[src/rtl/eth_pkg.sv]
// Shared Ethernet framing constants, FSM state type and CRC-32 helpers.
// Used by the GMII RX deframer and reusable by the TX framer.
package eth_pkg;

    typedef enum logic [1:0] {IDLE, PREAMBLE, PAYLOAD, DROP} state_e;

    localparam logic [7:0]  ETH_PRE       = 8'h55;
    localparam logic [7:0]  ETH_SFD       = 8'hD5;
    localparam logic [31:0] CRC32_POLY    = 32'h04C11DB7;
    localparam logic [31:0] CRC32_INIT    = 32'hFFFFFFFF;
    localparam logic [31:0] CRC32_RESIDUE = 32'hDEBB20E3;

    function automatic logic [31:0] reflect32(input logic [31:0] v);
        logic [31:0] r;
        r = '0;
        for (int i = 0; i < 32; i++) r[i] = v[31-i];
        return r;
    endfunction

    // Ethernet shifts LSB first, so the register runs on the bit-reversed polynomial.
    localparam logic [31:0] CRC32_POLY_REFL = reflect32(CRC32_POLY);

endpackage

[src/rtl/eth_crc32_byte.sv]
// Combinational CRC-32 next-state for one byte, LSB-first (Ethernet bit order).
// Zero latency; pure function of its inputs, no flow control.
module eth_crc32_byte
    import eth_pkg::*;
(
    input  logic [31:0] crc_i,
    input  logic [7:0]  dat_i,
    output logic [31:0] crc_o
);

    logic [31:0] c;

    always_comb begin
        c = crc_i ^ {24'h0, dat_i};
        for (int i = 0; i < 8; i++) begin
            c = c[0] ? ((c >> 1) ^ CRC32_POLY_REFL) : (c >> 1);
        end
        crc_o = c;
    end

endmodule

[src/rtl/gmii_rx_deframer.sv]
// GMII RX deframer: strips preamble/SFD and FCS, checks CRC-32 and length limits.
// Latency 6 cycles rxd->out_data; no backpressure, the consumer must take every byte.
module gmii_rx_deframer
    import eth_pkg::*;
#(
    parameter int MIN_LEN = 64,
    parameter int MAX_LEN = 1518,
    parameter int PRE_MIN = 1
) (
    input  logic       clk,
    input  logic       arst,
    input  logic [7:0] rxd,
    input  logic       rxdv,
    input  logic       rxer,
    output logic [7:0] out_data,
    output logic       out_valid,
    output logic       out_last,
    output logic       out_err,
    output logic       stat_good,
    output logic       stat_bad
);

    localparam logic [10:0] LEN_OVF = 11'(MAX_LEN + 1);
    localparam logic [10:0] LEN_MIN = 11'(MIN_LEN);
    localparam logic [2:0]  PRE_REQ = 3'(PRE_MIN);

    logic [7:0]      rxd_q;
    logic            rxdv_q, rxer_q;
    state_e          state_q, state_d;
    logic [2:0]      pre_cnt_q, pre_cnt_d;
    logic [10:0]     len_q, len_d, len_inc;
    logic [31:0]     crc_q, crc_d, crc_nxt;
    logic            err_q, err_d;
    logic [4:0][7:0] dl_q, dl_d;
    logic [2:0]      dcnt_q, dcnt_d;
    logic [7:0]      out_data_q, out_data_d;
    logic            out_valid_q, out_valid_d, out_last_q, out_last_d, out_err_q, out_err_d;
    logic            stat_good_q, stat_good_d, stat_bad_q, stat_bad_d;
    logic            dl_full, ovf, frame_bad;

    eth_crc32_byte u_crc (
        .crc_i (crc_q),
        .dat_i (rxd_q),
        .crc_o (crc_nxt)
    );

    assign len_inc   = (len_q == 11'h7FF) ? len_q : len_q + 11'd1;
    assign dl_full   = (dcnt_q == 3'd5);
    assign ovf       = (len_inc == LEN_OVF);
    assign frame_bad = (crc_q != CRC32_RESIDUE) | err_q | (len_q < LEN_MIN);

    // Inputs are registered once so the FSM sees a clean GMII sample.
    always_ff @(posedge clk or posedge arst) begin
        if (arst) begin
            rxd_q   <= '0;
            rxdv_q  <= 1'b0;
            rxer_q  <= 1'b0;
            state_q <= IDLE;
        end else begin
            rxd_q   <= rxd;
            rxdv_q  <= rxdv;
            rxer_q  <= rxer;
            state_q <= state_d;
        end
    end

    always_comb begin
        state_d = state_q;
        case (state_q)
            IDLE: if (rxdv_q) state_d = (rxd_q == ETH_PRE) ? PREAMBLE : DROP;
            PREAMBLE: begin
                if (!rxdv_q)                                        state_d = IDLE;
                else if (rxd_q == ETH_SFD && pre_cnt_q >= PRE_REQ) state_d = PAYLOAD;
                else if (rxd_q != ETH_PRE)                          state_d = DROP;
            end
            PAYLOAD: begin
                if (!rxdv_q)  state_d = IDLE;
                else if (ovf) state_d = DROP;
            end
            DROP:    if (!rxdv_q) state_d = IDLE;
            default: state_d = IDLE;
        endcase
    end

    always_comb begin
        pre_cnt_d   = pre_cnt_q;
        len_d       = len_q;
        crc_d       = crc_q;
        err_d       = err_q;
        dl_d        = dl_q;
        dcnt_d      = dcnt_q;
        out_data_d  = 8'h00;
        out_valid_d = 1'b0;
        out_last_d  = 1'b0;
        out_err_d   = 1'b0;
        stat_good_d = 1'b0;
        stat_bad_d  = 1'b0;
        case (state_q)
            IDLE: if (rxdv_q && rxd_q == ETH_PRE) pre_cnt_d = 3'd1;
            PREAMBLE: begin
                if (rxdv_q && rxd_q == ETH_PRE) begin
                    pre_cnt_d = (pre_cnt_q == 3'd7) ? 3'd7 : pre_cnt_q + 3'd1;
                end else if (rxdv_q && rxd_q == ETH_SFD && pre_cnt_q >= PRE_REQ) begin
                    crc_d  = CRC32_INIT;
                    len_d  = '0;
                    err_d  = 1'b0;
                    dl_d   = '0;
                    dcnt_d = '0;
                end
            end
            PAYLOAD: begin
                if (rxdv_q) begin
                    crc_d  = crc_nxt;
                    dl_d   = {dl_q[3:0], rxd_q};
                    dcnt_d = dl_full ? dcnt_q : dcnt_q + 3'd1;
                    len_d  = len_inc;
                    if (rxer_q) err_d = 1'b1;
                    out_valid_d = dl_full;
                    out_data_d  = dl_full ? dl_q[4] : 8'h00;
                    if (ovf) begin
                        out_last_d = 1'b1;
                        out_err_d  = 1'b1;
                        stat_bad_d = 1'b1;
                    end
                end else if (dl_full) begin
                    // The four youngest entries are the FCS and are never emitted.
                    out_valid_d = 1'b1;
                    out_data_d  = dl_q[4];
                    out_last_d  = 1'b1;
                    out_err_d   = frame_bad;
                    stat_good_d = !frame_bad;
                    stat_bad_d  = frame_bad;
                end else begin
                    stat_bad_d = 1'b1;
                end
            end
            default: ;
        endcase
    end

    always_ff @(posedge clk or posedge arst) begin
        if (arst) begin
            pre_cnt_q   <= '0;
            len_q       <= '0;
            crc_q       <= CRC32_INIT;
            err_q       <= 1'b0;
            dl_q        <= '0;
            dcnt_q      <= '0;
            out_data_q  <= '0;
            out_valid_q <= 1'b0;
            out_last_q  <= 1'b0;
            out_err_q   <= 1'b0;
            stat_good_q <= 1'b0;
            stat_bad_q  <= 1'b0;
        end else begin
            pre_cnt_q   <= pre_cnt_d;
            len_q       <= len_d;
            crc_q       <= crc_d;
            err_q       <= err_d;
            dl_q        <= dl_d;
            dcnt_q      <= dcnt_d;
            out_data_q  <= out_data_d;
            out_valid_q <= out_valid_d;
            out_last_q  <= out_last_d;
            out_err_q   <= out_err_d;
            stat_good_q <= stat_good_d;
            stat_bad_q  <= stat_bad_d;
        end
    end

    assign out_data  = out_data_q;
    assign out_valid = out_valid_q;
    assign out_last  = out_last_q;
    assign out_err   = out_err_q;
    assign stat_good = stat_good_q;
    assign stat_bad  = stat_bad_q;

endmodule

[config.mk]
export PLATFORM = sky130hd
export DESIGN_NAME = gmii_rx_deframer
export DESIGN_NICKNAME = d
export VERILOG_FILES = /design/src/rtl/eth_pkg.sv /design/src/rtl/eth_crc32_byte.sv /design/src/rtl/gmii_rx_deframer.sv
export SDC_FILE = /design/constraint.sdc
export NUM_CORES = 1
export LEC_CHECK = 0
export ABC_AREA = 1
export BUFFER_PORTS_ARGS = -buffer_cell sky130_fd_sc_hd__clkbuf_2
export CORE_MARGIN = 5
export CORE_UTILIZATION = 62
export DETAILED_ROUTE_END_ITERATION = 10
export PLACE_DENSITY = 0.8
export SETUP_SLACK_MARGIN = 0.05
export SLEW_MARGIN = 20
export SYNTH_ARGS = -nofsm -noshare
export SYNTH_HDL_FRONTEND = slang
export SYNTH_HIERARCHICAL = 1
export SYNTH_SLANG_ARGS = --single-unit
[constraint.sdc]
create_clock -name clk -period 4.15 [get_ports clk]
set_input_delay 0.2075 -clock clk [delete_from_list [all_inputs] [get_ports clk]]
set_output_delay 0.2075 -clock clk [all_outputs]
set_load 0.02 [all_outputs]
=== Word level (Yosys, flattened, before mapping) ===
Index checks and enable logic that the tools add are counted.

* Flip-flop bits (word level): 115
* Word-level logic and storage cells: 132

* $add $sub $neg: 3
* $lt $le $gt $ge: 2
* Equality and inequality tests: 22
* Mux-type cells: 61
* Bitwise logic cells: 11
* Reductions and logical operators: 13

{| class="wikitable"
|+ Operators by type and width
! operator !! count
|-
| 32-bit two-way mux || 11
|-
| 40-bit two-way mux || 3
|-
| 13-bit inverter with 14-bit output || 8
|-
| 40-bit case mux with 2 select lines || 1
|-
| 32-bit case mux with 2 select lines || 1
|-
| 11-bit two-way mux || 4
|-
| 32-bit != test (second input constant) || 1
|-
| 32-bit by 8-bit bitwise XOR with 32-bit output || 1
|-
| 11-bit == test (second input constant) || 2
|-
| 11-bit case mux with 2 select lines || 1
|-
| 3-bit two-way mux || 7
|-
| 1-bit two-way mux || 19
|-
| 2-bit != test (second input constant) || 9
|-
| 2-bit two-way mux || 8
|-
| 8-bit two-way mux || 2
|-
| 3-bit case mux with 2 select lines || 2
|-
| 11-bit by 1-bit adder with 11-bit output (second input constant) || 1
|-
| 11-bit by 7-bit < comparator with 1-bit output (second input constant) || 1
|-
| 5-bit AND reduction || 2
|-
| 8-bit by 7-bit == test with 1-bit output (second input constant) || 1
|-
| 8-bit == test (second input constant) || 1
|-
| 8-bit by 7-bit != test with 1-bit output (second input constant) || 1
|-
| 2-bit case mux with 4 select lines || 1
|-
| 4-bit AND reduction || 2
|-
| 14 further kinds || 22
|}

=== Logic depth before layout (Yosys ltp) ===
Gate-level depths: netlist of the first run.

* Depth in word-level cells: 19
* Depth in mapped cells: 13

=== Cells and area by module ===
The synthesis of the first run kept the hierarchy.

{| class="wikitable"
|+ By module, submodules not included
! module !! times used !! cells an instance !! area each (um2)
|-
| gmii_rx_deframer || 1 || 495 || 5,028.6
|-
| eth_crc32_byte || 1 || 233 || 1,253.7
|}

=== Least setup slack after synthesis of the first run ===
No wires, ideal clock.

* Path kind: register to register
* Start: reg len_q[0]
* End: reg out_err_q, in the netlist out_err
* Setup time: 0.069 ns
* Arrival: 1.534 ns
* Required time: 4.081 ns
* Slack: 2.547 ns
* Stages on the path, launching flop included: 10
* Clock period less this slack: 1.603 ns
* Cell sequence: dfrtp_1 ha_1 nand2_4 nor2_8 nand3_4 a21boi_4 nor2_2 nand3_2 and2_4 nor2_2

* Longest elaborated chain between the ends: 6
* Elaborated cells between the ends (all ways): 10

{| class="wikitable"
|+ Ends and longest elaborated chain
! item !! RTL line !! source
|-
| start: declaration || gmii_rx_deframer.sv:31 || <nowiki>logic [10:0] len_q, len_d, len_inc;</nowiki>
|-
| start signal: assignment || gmii_rx_deframer.sv:157 || <nowiki>len_q <= len_d;</nowiki>
|-
| 11-bit by 1-bit adder with 11-bit output or 11-bit == test (tied branches) || gmii_rx_deframer.sv:47 || <nowiki>assign len_inc = (len_q == 11'h7FF) ? len_q : len_q + 11'd1;</nowiki>
|-
| 11-bit two-way mux || gmii_rx_deframer.sv:47 ||
|-
| 11-bit == test || gmii_rx_deframer.sv:49 || <nowiki>assign ovf = (len_inc == LEN_OVF);</nowiki>
|-
| 1-bit two-way mux || gmii_rx_deframer.sv:120 || <nowiki>if (ovf) begin</nowiki>
|-
| 1-bit two-way mux (*) || gmii_rx_deframer.sv:112 || <nowiki>if (rxdv_q) begin</nowiki>
|-
| 1-bit two-way mux (*) || gmii_rx_deframer.sv:98 || <nowiki>case (state_q)</nowiki>
|-
| net out_err_d || gmii_rx_deframer.sv:37 || <nowiki>logic out_valid_q, out_valid_d, out_last_q, out_last_d, out_err_q, out_err_d;</nowiki>
|-
| end signal: assignment || gmii_rx_deframer.sv:165 || <nowiki>out_err_q <= out_err_d;</nowiki>
|-
| end: declaration || gmii_rx_deframer.sv:37 ||
|}

Mark *: on every way through the listed nets, which the timed path passes. The rest lies on a longest branch.
A chain may end at the register's enable or synchronous reset.

=== Final worst setup path of the first run ===
* Start: reg state_q[0]
* End: reg dl_q[35] in the netlist's numbering

* Longest elaborated chain between the ends: 3
* Elaborated cells between the ends (all ways): 8

{| class="wikitable"
|+ Ends and longest elaborated chain
! item !! RTL line !! source
|-
| start: declaration || gmii_rx_deframer.sv:29 || <nowiki>state_e state_q, state_d;</nowiki>
|-
| start signal: assignment || gmii_rx_deframer.sv:63 || <nowiki>state_q <= state_d;</nowiki>
|-
| 2-bit by 1-bit == test with 1-bit output or 2-bit == test (tied branches) || gmii_rx_deframer.sv:98 ||
|-
| 2-bit != test (no source line) or 2-bit nonzero test (tied branches) || -- ||
|-
| 4-bit AND reduction (no source line) || -- ||
|-
| end signal: assignment || gmii_rx_deframer.sv:160 || <nowiki>dl_q <= dl_d;</nowiki>
|-
| end: declaration || gmii_rx_deframer.sv:34 || <nowiki>logic [4:0][7:0] dl_q, dl_d;</nowiki>
|}

Several ways; a longest one is shown, not always the timed one.

==> flow_summary.json, run 1 <==
{
  "p_clk_frac": 0.244,
  "switching_share": 0.416,
  "wl_per_cell_um": 15.8,
  "dr.pass1.iters": 7,
  "synth_area_leaders": "dfrtp_1 33%, dfstp_2 13%, nand2_1 10%",
  "postCtsHoldBufs": 11,
  "antennaDiodeCount": 0,
  "period_share": 0.736,
  "drc": 0,
  "cp_cell_sequence": "nor2_4, inv_2, nor2_8, inv_4, nand2_2, buf_4, nand3_1, o21ai_1",
  "ir_drop_uv": 600,
  "clockBufferDepth": 2,
  "die_w_um": 111,
  "initial_core_util": 0.640,
  "antenna_found_initial": 0,
  "switchingPower_mw": 2.30,
  "drive_gt1_frac": 0.223,
  "synthArstFlopShare": 1.00,
  "setup_viol": 0,
  "status": "finished clean",
  "intPower_mw": 3.23,
  "cp-end-kind": "register",
  "synth.distinct_cells": 47,
  "yosys.area.top_type": "dfrtp_1",
  "clock_sinks": 115,
  "report.final.slew_viol_count": 0,
  "leakage_nw": 3.55,
  "cts_resized": 0,
  "ys_seq_area_frac": 0.464,
  "slowest_stage": "buf_4",
  "avgSynthCellArea_um2": 8.63,
  "ios": 25,
  "cts-root-buf": "clkbuf_8",
  "cts_buffers": 17,
  "setup_ws_ps": 1100,
  "die_h_um": 111,
  "yosys_warnings": 6,
  "synth_area_um2": 6280,
  "nNetsFinal": 782,
  "hold_class": "in -> async",
  "rsz0062_at_grt": "false",
  "combPwrFrac": 0.430,
  "grt.total_usage": 0.248,
  "critPathTopFamily": "buffers and inverters",
  "num_vias": 5093,
  "clk_latency_ps": 510,
  "layout_min_cycle_time_ps": 3050,
  "grt_pass1_vias": 5148,
  "synth_edf_count": 0,
  "htreeDepth": 4,
  "worstSetupPathType": "reg -> reg",
  "clock_skew_ps": 6.16,
  "p_per_area_nw_per_um2": 775,
  "fin_hold_ws_ps": 217,
  "drtAntennaViolNets": 0,
  "path_max_fanout": 74,
  "pwr-share-seq": 0.326,
  "dieArea_um2": 12200,
  "numPortBuffers": 24,
  "syn_inst": 728,
  "worst_slew_pin_slew_ps": 916,
  "core_area_um2": 9820,
  "row_count": 36,
  "grt_start_max_net_pins": 75,
  "grt_overflow": 0,
  "path_buf_inv": 3,
  "cp.required_ps": 4580,
  "cts_setup_buffers": 0,
  "grt_pass1_wl_um": 24700,
  "drv_cap": 0,
  "fmax_mhz": 327,
  "vias_per_cell": 5.60,
  "fin_util": 0.727,
  "cts_tree": "done",
  "dp_slack_ps": 1200,
  "syn_nets": 745,
  "hold_viol": 0,
  "drt_wl_total_um": 14400,
  "power.total_mw": 5.53,
  "synth_ff_type": "dfrtp_1",
  "critPathMaxStageDelay_ps": 610,
  "ys_seq_elements": 115,
  "yosysTopAreaCellShare": 0.331,
  "cts.clk_slew.worst_paths_ps": 60,
  "first_iter_violations": 433,
  "cp_data_arrival_time_ps": 3480,
  "synthToLayoutAreaGrowth_pct": 13.6,
  "dp_hpwl_um": 9620,
  "place_congestion": 0.933,
  "start_kind": "register",
  "fin_tns_setup_ps": 0,
  "max_slew_margin": 0.388
}
==> layout make-up <==
class / instances / area, um^2
Multi-Input combinational cell: 485 / 2840
Timing Repair Buffer: 38 / 253
Fill cell: 745 / 2690
Sequential cell: 115 / 2920
Tap cell: 133 / 166
Clock buffer: 21 / 439
Clock inverter: 10 / 110
Inverter: 108 / 410
==> cells in the mapped netlist (6+ instances only) <==
library cell,count
o22ai_1,9
o22a_1,21
dfstp_2,32
o21ai_0,7
nor2_2,7
o31ai_2,12
nand2_1,174
buf_4,6
buf_2,8
xnor2_1,10
nand2_2,23
a21oi_1,17
nand4_1,8
dfrtp_1,83
nand3_1,54
o21ai_1,20
nand2_4,11
inv_1,93
xor2_1,32
nor2_1,39
inv_2,14
==> final timing paths <==
kind	startpoint	endpoint	slack (ps)	depth (start not counted)
worst min-delay path	arst	rxd_q[7]$_DFF_PP0_	220	3
worst max register to register	state_q[0]$_DFFE_PP0P_	dl_q[35]$_DFFE_PP0P_	1100	8
worst max-delay path	state_q[0]$_DFFE_PP0P_	dl_q[35]$_DFFE_PP0P_	1100	8
worst min register to register	dl_q[14]$_DFFE_PP0P_	dl_q[14]$_DFFE_PP0P_	480	2
max in group asynchronous	arst	stat_bad$_DFF_PP0_	2950	4
min in group clk	rxer	rxer_q$_DFF_PP0_	330	2
==> power by group through the flow <==
stage          Sequential, mW  Combinational, mW  Clock [mW]
6_report                 1.80               2.38        1.35
5_1_grt                  1.84               2.61        1.43
4_1_cts                  1.80               2.34        1.37
3_5_place_dp             1.81               2.30           0
3_3_place_gp             1.79               2.20           0
2_1_floorplan            1.74               1.90           0
==> per-layer routing <==
| layer | wire length (um) | track usage | part of all wire |
|---|---|---|---|
| met5 | 0 | 0 | 0 |
| met4 | 303 | 0.101 | 0.021 |
| met3 | 786 | 0.0540 | 0.055 |
| met1 | 5770 | 0.298 | 0.40 |
| met2 | 7520 | 0.430 | 0.52 |
==> logic make-up (layout without fill, tap and decap cells) <==
family,count (synthesis),count (layout),share of synthesized area
flip-flops,115,115,0.464
AO/OA/AOI/OAI,99,99,0.116
AND/OR/NAND/NOR,337,337,0.262
adder cells (fa/ha/maj),5,5,0.00996
XOR/XNOR,44,44,0.0637
buffers and inverters,128,177,0.0838
==> cells in the final DEF (no fill, tap or decap), types with 2 or more instances in the layout <==
cell | netlist | layout
inv_4 | 1 | 2
clkbuf_1 | 3 | 3
bufinv_16 | 0 | 2
nor2_8 | 3 | 3
o22ai_1 | 9 | 9
inv_2 | 14 | 14
a22o_1 | 5 | 5
o21ai_1 | 20 | 20
dlygate4sd3_1 | 0 | 11
nor4_1 | 5 | 5
o22a_1 | 21 | 21
o31ai_2 | 12 | 12
xnor2_1 | 10 | 10
clkbuf_8 | 0 | 2
o21ai_0 | 7 | 7
nor2_1 | 39 | 39
buf_4 | 6 | 3
dfstp_2 | 32 | 32
clkbuf_16 | 0 | 16
nor2_4 | 3 | 3
nor3_1 | 2 | 2
nand4_1 | 8 | 8
dfrtp_1 | 83 | 83
nor2_2 | 7 | 7
clkbuf_2 | 0 | 24
nand3_2 | 4 | 4
ha_1 | 5 | 5
xor2_1 | 32 | 32
clkinv_2 | 0 | 4
nand2_1 | 174 | 174
nand2_4 | 11 | 11
nand3_1 | 54 | 54
inv_1 | 93 | 92
clkinvlp_4 | 0 | 4
a21oi_1 | 17 | 17
nand2_2 | 23 | 23
==> sequential cells by signal, summed over array words and instances, names as in the netlist <==
register,count
crc_q,32
err_q,1
dcnt_q,3
out_data,8
rxdv_q,1
out_last,1
out_valid,1
state_q,2
stat_good,1
rxer_q,1
stat_bad,1
len_q,11
out_err,1
rxd_q,8
pre_cnt_q,3
dl_q,40
==> metrics by stage <==
step | instance area [um^2] | cells
floorplan | 6280 | 728
global placement | 6470 | 868
detailed placement | 6470 | 868
CTS | 7130 | 910
global route | 7130 | 910
finish | 7130 | 910
==> worst register-to-register path, delay by kind of cell (launching register included) <==
kind	cells	cell delay, ps
flip-flops	1	430
AND/OR/NAND/NOR	4	1180
buffers and inverters	3	1200
AO/OA/AOI/OAI	1	150
Note: power is estimated with default switching activity, not from simulation.
==> inputs of run 2 (changes only) <==
==> constraint.sdc (replaced) <==
create_clock -name clk -period 3.2 [get_ports clk]
set_input_delay 0.16 -clock clk [delete_from_list [all_inputs] [get_ports clk]]
set_output_delay 0.16 -clock clk [all_outputs]
set_load 0.02 [all_outputs]
==> run 2 against run 1 <==
Effect of this change: total power rose by 31%; cell count grew 0.66%; sequential cell count unchanged; via count rose by 1.4%; clock power is 35% higher; global-route usage is essentially flat; sequential share of layout area is 0.59 points lower; non-clock buffer count is 5 higher; highest routed layer unchanged.
==> flow_summary.json, run 2 (same netlist as run 1, synthesis figures left out) <==
{
  "status": "finished clean",
  "cts-root-buf": "clkbuf_8",
  "grt.total_usage": 0.247,
  "path_buf_inv": 3,
  "setup_viol": 0,
  "grt_pass1_wl_um": 24600,
  "hold_viol": 0,
  "critPathMaxStageDelay_ps": 620,
  "period_share": 0.740,
  "ios": 25,
  "worstSetupPathType": "reg -> reg",
  "largest_register": "dl_q",
  "numPortBuffers": 24,
  "path_max_fanout": 74,
  "first_iter_violations": 504,
  "slowest_stage": "buf_4",
  "place_congestion": 0.885,
  "die_w_um": 111,
  "initial_core_util": 0.640,
  "dieArea_um2": 12200,
  "largest_reg_flops": 40,
  "dr.pass1.iters": 5,
  "htreeDepth": 4,
  "final_common_cell": "nand2_1",
  "grt_start_max_net_pins": 75,
  "layout_common_cells": "174 x nand2_1, 92 x inv_1, 83 x dfrtp_1",
  "wl_per_cell_um": 16.0,
  "dp_hpwl_um": 9480,
  "cp_data_arrival_time_ps": 2790,
  "clockBufferDepth": 2,
  "core_area_um2": 9820,
  "cts_resized": 0,
  "fmax_mhz": 422,
  "setup_ws_ps": 832,
  "fin_tns_setup_ps": 0,
  "nNetsFinal": 787,
  "dp_slack_ps": 960,
  "cp.required_ps": 3620,
  "hold_class": "in -> async",
  "cts.clk_slew.worst_paths_ps": 60,
  "drive_gt1_frac": 0.232,
  "ir_drop_uv": 660,
  "report.final.slew_viol_count": 0,
  "cp-end-kind": "register",
  "p_per_area_nw_per_um2": 1000,
  "die_h_um": 111,
  "layout_min_cycle_time_ps": 2370,
  "num_vias": 5166,
  "grt_pass1_vias": 5184,
  "cts_buffers": 17,
  "postCtsHoldBufs": 11,
  "drt_wl_total_um": 14700,
  "clock_sinks": 115,
  "start_kind": "register",
  "leakage_nw": 3.60,
  "drv_cap": 0,
  "antennaDiodeCount": 0,
  "clock_skew_ps": 10.8,
  "final_area_um2": 7240,
  "cts_setup_buffers": 0,
  "drtAntennaViolNets": 0,
  "vias_per_cell": 5.64,
  "cp_cell_sequence": "inv_1, nor2_8, inv_4, nand2_2, buf_4, nand3_1, o21ai_1",
  "place_area_um2": 6530,
  "critPathTopFamily": "buffers and inverters",
  "rsz0062_at_grt": "false",
  "worst_slew_pin_slew_ps": 783,
  "synthToLayoutAreaGrowth_pct": 15.2,
  "top_regs": "dl_q x40, crc_q x32, len_q x11",
  "grt_overflow": 0,
  "antenna_found_initial": 0,
  "cts_tree": "done",
  "max_slew_margin": 0.478,
  "clk_latency_ps": 520,
  "drc": 0,
  "row_count": 36
}
==> run 2: cell count changes in the layout (fill, tap and decap cells not counted), moves of 2 or more <==
cell | previous run | this run
buf_4 | 3 | 5
clkbuf_1 | 3 | 0
clkinv_2 | 4 | 0
buf_12 | 0 | 3
inv_8 | 0 | 5
inv_6 | 0 | 4
clkinv_4 | 0 | 3
==> run 2: stage by stage <==
step	hold WS (ps)	instances	total power, mW	util
floorplan	191	728	4.72	-
global route	209	916	7.73	0.737
finish	181	916	7.27	0.737
global placement	268	872	5.22	0.665
CTS	269	915	7.23	0.735
detailed placement	270	872	5.36	0.665
==> run 2: area by class of cell <==
cell class                      instances  area (um^2)
Timing Repair Buffer                   43          328
Fill cell                             693         2580
Inverter                              108          412
Clock inverter                         15          163
Clock buffer                           17          414
Tap cell                              133          166
Sequential cell                       115         2920
Multi-Input combinational cell        485         2840
==> run 2: final timing paths <==
kind,from,to,slack (ps),cells past startpoint
setup / recovery,rxdv_q$_DFF_PP0_,dl_q[22]$_DFFE_PP0P_,830,7
hold / removal,arst,rxd_q[2]$_DFF_PP0_,180,3
setup reg to reg,rxdv_q$_DFF_PP0_,dl_q[22]$_DFFE_PP0P_,830,7
hold reg to reg,dl_q[37]$_DFFE_PP0P_,out_data[5]$_DFF_PP0_,490,2
max in group asynchronous,arst,crc_q[5]$_DFFE_PP1P_,2200,5
min in group clk,rxd[1],rxd_q[1]$_DFF_PP0_,290,2
==> run 2: where the power goes <==
group / switching (mW) / internal, mW
Sequential: 0.355 / 1.99
Clock: 0.754 / 1.07
Combinational: 1.99 / 1.11
Total: 3.10 / 4.17
==> run 2: worst reg2reg max path, stage by stage, from the launching register on <==
cell,delay [ps]
dfrtp_1,450
inv_1,180
nor2_8,270
inv_4,230
nand2_2,160
buf_4,620
nand3_1,220
o21ai_1,150
==> run 2: metal layers <==
layer | vias to the layer above | wire length, um | GRT usage | part of all wire
li1 | 2421 | - | - | -
met1 | 2474 | 5910 | 0.299 | 0.40
met2 | 222 | 7320 | 0.430 | 0.50
met3 | 49 | 972 | 0.0480 | 0.066
met4 | 0 | 468 | 0.107 | 0.032
met5 | - | 0 | 0 | 0
